File: src/rtl/sprite_compositor.sv
// Sprite compositor: per-layer ROM addressing, colour-key priority merge with
// saturating fade, and a PLAY/DYING/OVER death-animation controller.

module sprite_layer (
  input  logic        clk,
  input  logic        reset,
  input  logic [9:0]  draw_x,
  input  logic [9:0]  draw_y,
  input  logic [9:0]  org_x,
  input  logic [9:0]  org_y,
  input  logic [2:0]  shift,
  input  logic [2:0]  frame,
  output logic [18:0] addr
);
  logic [9:0]  dx, dy;
  logic [2:0]  sh;
  logic [15:0] loc;

  assign dx  = draw_x - org_x;
  assign dy  = draw_y - org_y;
  // Sprites are at most 64 wide; larger shift codes clamp.
  assign sh  = (shift > 3'd6) ? 3'd6 : shift;
  assign loc = {6'd0, dx} + ({6'd0, dy} << sh);

  always_ff @(posedge clk) begin
    if (reset) addr <= '0;
    else       addr <= {frame, loc};
  end
endmodule

module sprite_compositor #(
  parameter int          N_LAYERS    = 4,
  parameter int          ROM_LAT     = 2,
  parameter logic [23:0] KEY         = 24'hFF0000,
  parameter logic [23:0] BG          = 24'hB7FE7B,
  parameter int          ANIM_STEPS  = 5,
  parameter int          ANIM_PERIOD = 5
) (
  input  logic                    Clk,
  input  logic                    Reset,
  input  logic                    frame_clk,
  input  logic [9:0]              DrawX,
  input  logic [9:0]              DrawY,
  input  logic [N_LAYERS-1:0]     layer_hit,
  input  logic [10*N_LAYERS-1:0]  layer_x,
  input  logic [10*N_LAYERS-1:0]  layer_y,
  input  logic [3*N_LAYERS-1:0]   layer_shift,
  input  logic [2*N_LAYERS-1:0]   layer_fade,
  output logic [19*N_LAYERS-1:0]  rom_addr,
  input  logic [24*N_LAYERS-1:0]  rom_data,
  input  logic [N_LAYERS-1:0]     kill,
  input  logic                    game_over,
  output logic [7:0]              VGA_R,
  output logic [7:0]              VGA_G,
  output logic [7:0]              VGA_B,
  output logic [1:0]              state,
  output logic [2:0]              anim_idx
);
  typedef enum logic [1:0] {PLAY = 2'd0, DYING = 2'd1, OVER = 2'd2} state_t;

  localparam logic [7:0] LAST_SUB  = 8'(ANIM_PERIOD - 1);
  localparam logic [2:0] LAST_ANIM = 3'(ANIM_STEPS - 1);

  state_t              st;
  logic [N_LAYERS-1:0] dead_mask;
  logic [7:0]          sub_cnt;
  logic                fclk_q, fclk_qq, tick;

  assign tick  = fclk_q & ~fclk_qq;
  assign state = st;

  always_ff @(posedge Clk) begin
    if (Reset) begin
      fclk_q  <= 1'b0;
      fclk_qq <= 1'b0;
    end else begin
      fclk_q  <= frame_clk;
      fclk_qq <= fclk_q;
    end
  end

  always_ff @(posedge Clk) begin
    if (Reset) begin
      st        <= PLAY;
      dead_mask <= '0;
      anim_idx  <= '0;
      sub_cnt   <= '0;
    end else if (game_over) begin
      st        <= OVER;
      dead_mask <= dead_mask | kill;
    end else begin
      case (st)
        PLAY: if (|kill) begin
          dead_mask <= dead_mask | kill;
          st        <= DYING;
          anim_idx  <= '0;
          sub_cnt   <= '0;
        end
        DYING: begin
          dead_mask <= dead_mask | kill;
          if (tick) begin
            if (sub_cnt == LAST_SUB) begin
              sub_cnt <= '0;
              // The final frame is held when the animation ends.
              if (anim_idx == LAST_ANIM) st <= OVER;
              else                       anim_idx <= anim_idx + 3'd1;
            end else begin
              sub_cnt <= sub_cnt + 8'd1;
            end
          end
        end
        default: ;
      endcase
    end
  end

  for (genvar i = 0; i < N_LAYERS; i++) begin : g_layer
    sprite_layer u_layer (
      .clk    (Clk),
      .reset  (Reset),
      .draw_x (DrawX),
      .draw_y (DrawY),
      .org_x  (layer_x[10*i +: 10]),
      .org_y  (layer_y[10*i +: 10]),
      .shift  (layer_shift[3*i +: 3]),
      .frame  (dead_mask[i] ? anim_idx : 3'd0),
      .addr   (rom_addr[19*i +: 19])
    );
  end

  // Side-band info travels alongside the ROM access so it meets rom_data.
  logic [ROM_LAT:0]                 vld_pipe;
  logic [ROM_LAT:0][N_LAYERS-1:0]   hit_pipe, dead_pipe;
  logic [ROM_LAT:0][2*N_LAYERS-1:0] fade_pipe;
  logic [ROM_LAT:0][1:0]            st_pipe;

  always_ff @(posedge Clk) begin
    if (Reset) begin
      vld_pipe  <= '0;
      hit_pipe  <= '0;
      dead_pipe <= '0;
      fade_pipe <= '0;
      st_pipe   <= '0;
    end else begin
      vld_pipe  <= {vld_pipe[ROM_LAT-1:0], 1'b1};
      hit_pipe  <= {hit_pipe[ROM_LAT-1:0], layer_hit};
      dead_pipe <= {dead_pipe[ROM_LAT-1:0], dead_mask};
      fade_pipe <= {fade_pipe[ROM_LAT-1:0], layer_fade};
      st_pipe   <= {st_pipe[ROM_LAT-1:0], st};
    end
  end

  function automatic logic [23:0] fade_px(input logic [23:0] c, input logic [1:0] f);
    logic [9:0]  s;
    logic [23:0] o;
    o = '0;
    for (int k = 0; k < 3; k++) begin
      s = {2'b00, c[8*k +: 8]} + 10'(f) * 10'd50;
      o[8*k +: 8] = (s > 10'd255) ? 8'hFF : s[7:0];
    end
    return o;
  endfunction

  logic [N_LAYERS-1:0]   hit_d, dead_d;
  logic [2*N_LAYERS-1:0] fade_d;
  state_t                st_d;
  logic [23:0]           pix, d;
  logic                  found;

  assign hit_d  = hit_pipe[ROM_LAT];
  assign dead_d = dead_pipe[ROM_LAT];
  assign fade_d = fade_pipe[ROM_LAT];
  assign st_d   = state_t'(st_pipe[ROM_LAT]);

  always_comb begin
    pix   = BG;
    found = 1'b0;
    d     = '0;
    if (vld_pipe[ROM_LAT]) begin
      if (st_d == OVER) begin
        pix = 24'h000000;
        if (hit_d[0] && rom_data[23:0] != KEY) pix = rom_data[23:0];
      end else begin
        for (int i = 0; i < N_LAYERS; i++) begin
          d = rom_data[24*i +: 24];
          if (!found && hit_d[i] && d != KEY && (!dead_d[i] || st_d == DYING)) begin
            found = 1'b1;
            pix   = fade_px(d, fade_d[2*i +: 2]);
          end
        end
      end
    end
  end

  always_ff @(posedge Clk) begin
    if (Reset) {VGA_R, VGA_G, VGA_B} <= '0;
    else       {VGA_R, VGA_G, VGA_B} <= pix;
  end
endmodule

File: config.mk
export PLATFORM = sky130hd
export DESIGN_NAME = sprite_compositor
export DESIGN_NICKNAME = d
export VERILOG_FILES = /design/src/rtl/sprite_compositor.sv
export SDC_FILE = /design/constraint.sdc
export NUM_CORES = 1
export LEC_CHECK = 0
export CAP_MARGIN = 20
export CORE_ASPECT_RATIO = 0.75
export CORE_MARGIN = 2
export CORE_UTILIZATION = 53
export DETAILED_ROUTE_END_ITERATION = 8
export GPL_ROUTABILITY_DRIVEN = 0
export GPL_TIMING_DRIVEN = 0
export HOLD_SLACK_MARGIN = 0.02
export PLACE_DENSITY = 0.79
export SLEW_MARGIN = 20
export SYNTH_ARGS = -nofsm -noshare
export SYNTH_HDL_FRONTEND = slang
export SYNTH_SLANG_ARGS = --single-unit
File: constraint.sdc
create_clock -name Clk -period 5.6 [get_ports Clk]
set_clock_uncertainty 0.1 [all_clocks]
set_input_delay 0.84 -clock Clk [delete_from_list [all_inputs] [get_ports Clk]]
set_output_delay 0.84 -clock Clk [all_outputs]
set_load 0.02 [all_outputs]
==> results by group <==
Run status
  • Status: finished clean

Setup path
  • WP data arrival: around 5.5 ns
  • Crit end category: flop
  • Critical path data required time: 5.88 ns
  • Critical path class: primary input to flop
  • Critical path launch point type: primary input
  • Crit path max fanout: 8

Final layout
  • Design Area, Final: roughly 21000 um^2
  • Fill count: between 2000 and 3000
  • Commonest non-fill, non-tap cell in the layout: clkdlybuf4s50_1
  • Layout Utilization: between 60% and 70%
  • P&R area growth vs syn: 27.2%
  • Layout Nets: around 2800
  • Most frequent cells in the layout: 323 x clkdlybuf4s50_1, 197 x ha_1, 186 x nor2_1, 176 x dfxtp_1, 150 x inv_1
  • Layout cells sized above 1: under 10%

CTS
  • Clock transition at path regs: around 0.080 ns
  • Clock insertion delay at the later pin of the skew report: roughly 0.44 ns
  • CTS buffer count: 17
  • Clock root buffer: clkbuf_16
  • Max Buffers Root-to-Sink: 2
  • H-tree depth: 4
  • Clk sinks: roughly 180
  • CTS tree: done

Floorplanning
  • Initial Utilization: between 50% and 60%
  • Area of the die: between 30000 and 40000 um^2
  • Rows: 55
  • Chip height: between 150 and 200 um
  • Die width: between 200 and 250 um
  • IO Count: 333
  • Core area: around 30000 um^2

Logic synthesis
  • EDFF count, synth: 0
  • Seq cells post-synth: about 180
  • Synth cell types: 98
  • Synth top area cells: dfxtp_1 22%, ha_1 15%, nor2_1 4.3%
  • Ys async rst share: 0%
  • Post-synth top area share: 21.7%
  • Number of synthesis warnings: 0
  • Post-synthesis sequential area ratio: roughly 22%
  • Cell count after synthesis: just over 2000
  • Mapped cell area: about 16000 um^2
  • Top FF cell, synth: dfxtp_1
  • Syn_area_per_cell: 7.98 um^2
  • Syn nets: around 2500
  • Largest area contributor in the netlist: dfxtp_1

Placed design
  • Port-buffer cells: 324
  • HPWL Detailed: between 40000 and 50000 um
  • Area of placed instances: about 20000 um^2

Power and ir drop
  • Leakage: 0.00879 uW
  • Cell Pwr Density: around 240 nW/um^2
  • VDD IR-drop max: about 0.23 mV

Route
  • DRC violation count after routing: 0
  • Post-DR wirelength/cell: 19.6 um
  • Via density: 6.06
  • DR iter-0 viols: around 1600
  • Vias: 16900
  • Final WL: around 55000 um
  • Antenna-violating nets left: 0
  • Detailed-router iteration count before antenna repair: 6

GRT
  • Vias in the first global route: 16100
  • Global router's overall resource usage: 33.5%
  • Antenna violations before repair: 7
  • Global-route wire length before repair: between 80000 and 90000 um
  • Overflow left after global routing: 0
  • Largest net degree at the start of global routing: 20

STA
  • Max Freq: between 150 and 200 MHz
  • Worst slew pin tran: 1.02 ns
  • Final Setup Violations: 0
  • Period utilisation layout: 93.3%
  • Fin. max-slew vios: 0
  • Max-slew headroom: roughly 32%
  • RSZ-0062 raised after global routing: false
  • Setup TNS: 0 ns
  • Final Hold Fails: 0
  • Post-layout min period: between 5 and 6 ns

Hold path
  • Hold Path Class: flop to flop

Flow run
  • Max_cap viols: 0
## stage by stage
| step | hold WS (ns) | setup slack (ns) | instances | power [uW] |
|---|---|---|---|---|
| floorplan | 0.314 | 0.937 | 2032 | 2930 |
| global placement | 0.318 | -0.514 | 2755 | 3700 |
| detailed placement | 0.322 | -0.649 | 2755 | 3750 |
| CTS | 0.341 | 0.0208 | 2787 | 4960 |
| global route | 0.341 | 0.0390 | 2796 | 5280 |
| finish | 0.336 | 0.375 | 2798 | 4990 |
## registers in the layout (all words and copies together), names as in the netlist, 8 cells and up
register              flops
hit_pipe                  8
fade_d                    8
g_layer.u_layer.addr     76
dead_pipe                 8
VGA_R                     8
fade_pipe                16
VGA_G                     8
sub_cnt                   8
VGA_B                     8
## synthesized netlist by cell type, types with 38 or more instances
library cell,count
a21oi_1,123
clkbuf_1,45
dfxtp_1,176
ha_1,197
inv_1,151
nand2_1,147
nor2_1,186
nor2b_1,107
nor3_1,38
o21ai_0,104
xnor2_1,77
xor2_1,77
## timing repair
item	CTS	global route
resized for setup	2	8
setup buffers	0	2
setup endpoints to repair	4	10
hold buffers	0	0
pin swaps	0	0
## power by group
group	internal, uW	switching [uW]	total (uW)
logic	1030	1300	2330
registers	1400	61.0	1460
clock network	601	595	1200
## per-layer routing
| layer | global-route usage, % | part of all wire (%) |
|---|---|---|
| met5 | 0 | 0 |
| met4 | 12.6 | 3.6 |
| met3 | 10.2 | 12 |
| met2 | 49.1 | 41 |
| met1 | 45.9 | 44 |
## layout make-up
| class | count | area [um^2] | share of cell area, % |
|---|---|---|---|
| tap | 399 | 499 | 2.42 |
| antenna | 9 | 22.5 | 0.109 |
| clock inverter | 14 | 163 | 0.789 |
| clock buffer | 18 | 429 | 2.08 |
| sequential | 176 | 3520 | 17.1 |
| multi-input combinational | 1643 | 11900 | 57.7 |
| inverter | 153 | 578 | 2.80 |
| timing repair buffer | 326 | 3260 | 15.8 |
| buffer | 60 | 240 | 1.17 |
## critical path, stage by stage
cell and delay (ns):
clkdlybuf4s50_1 0.93, ha_1 0.36, a21oi_1 0.15, o21ai_0 0.14, a21o_1 0.20, a21oi_1 0.23
o21bai_1 0.11, a21o_1 0.22, and4_1 0.18, or3_1 0.43, ha_1 0.37, and2_1 0.19
a31oi_1 0.14, o21ai_0 0.13, nor2_1 0.21, nor3b_1 0.10, a2111oi_0 0.41, a41o_1 0.15
## worst paths after layout
check                                              from                                     end  slack [ns]  cells past startpoint
worst min-delay path            fade_pipe[5]$_SDFF_PP0_                fade_pipe[13]$_SDFF_PP0_        0.34                      1
worst max register to register     fade_d[4]$_SDFF_PP0_                     VGA_R[5]$_SDFF_PP0_        2.20                     11
worst min register to register  fade_pipe[5]$_SDFF_PP0_                fade_pipe[13]$_SDFF_PP0_        0.34                      1
worst max-delay path                           DrawX[1]  g_layer[1].u_layer.addr[15]$_SDFF_PP0_        0.38                     18
## kinds of logic after synthesis
group,synth area share (%)
buffers and inverters,5.03
muxes,1.61
adders and majority gates,18.2
and+or+nand+nor,21.7
AOI/OAI and AO/OA,23.4
xor gates and xnor gates,8.32
DFF,21.7
No activity file was read; power rests on OpenSTA's default activity.
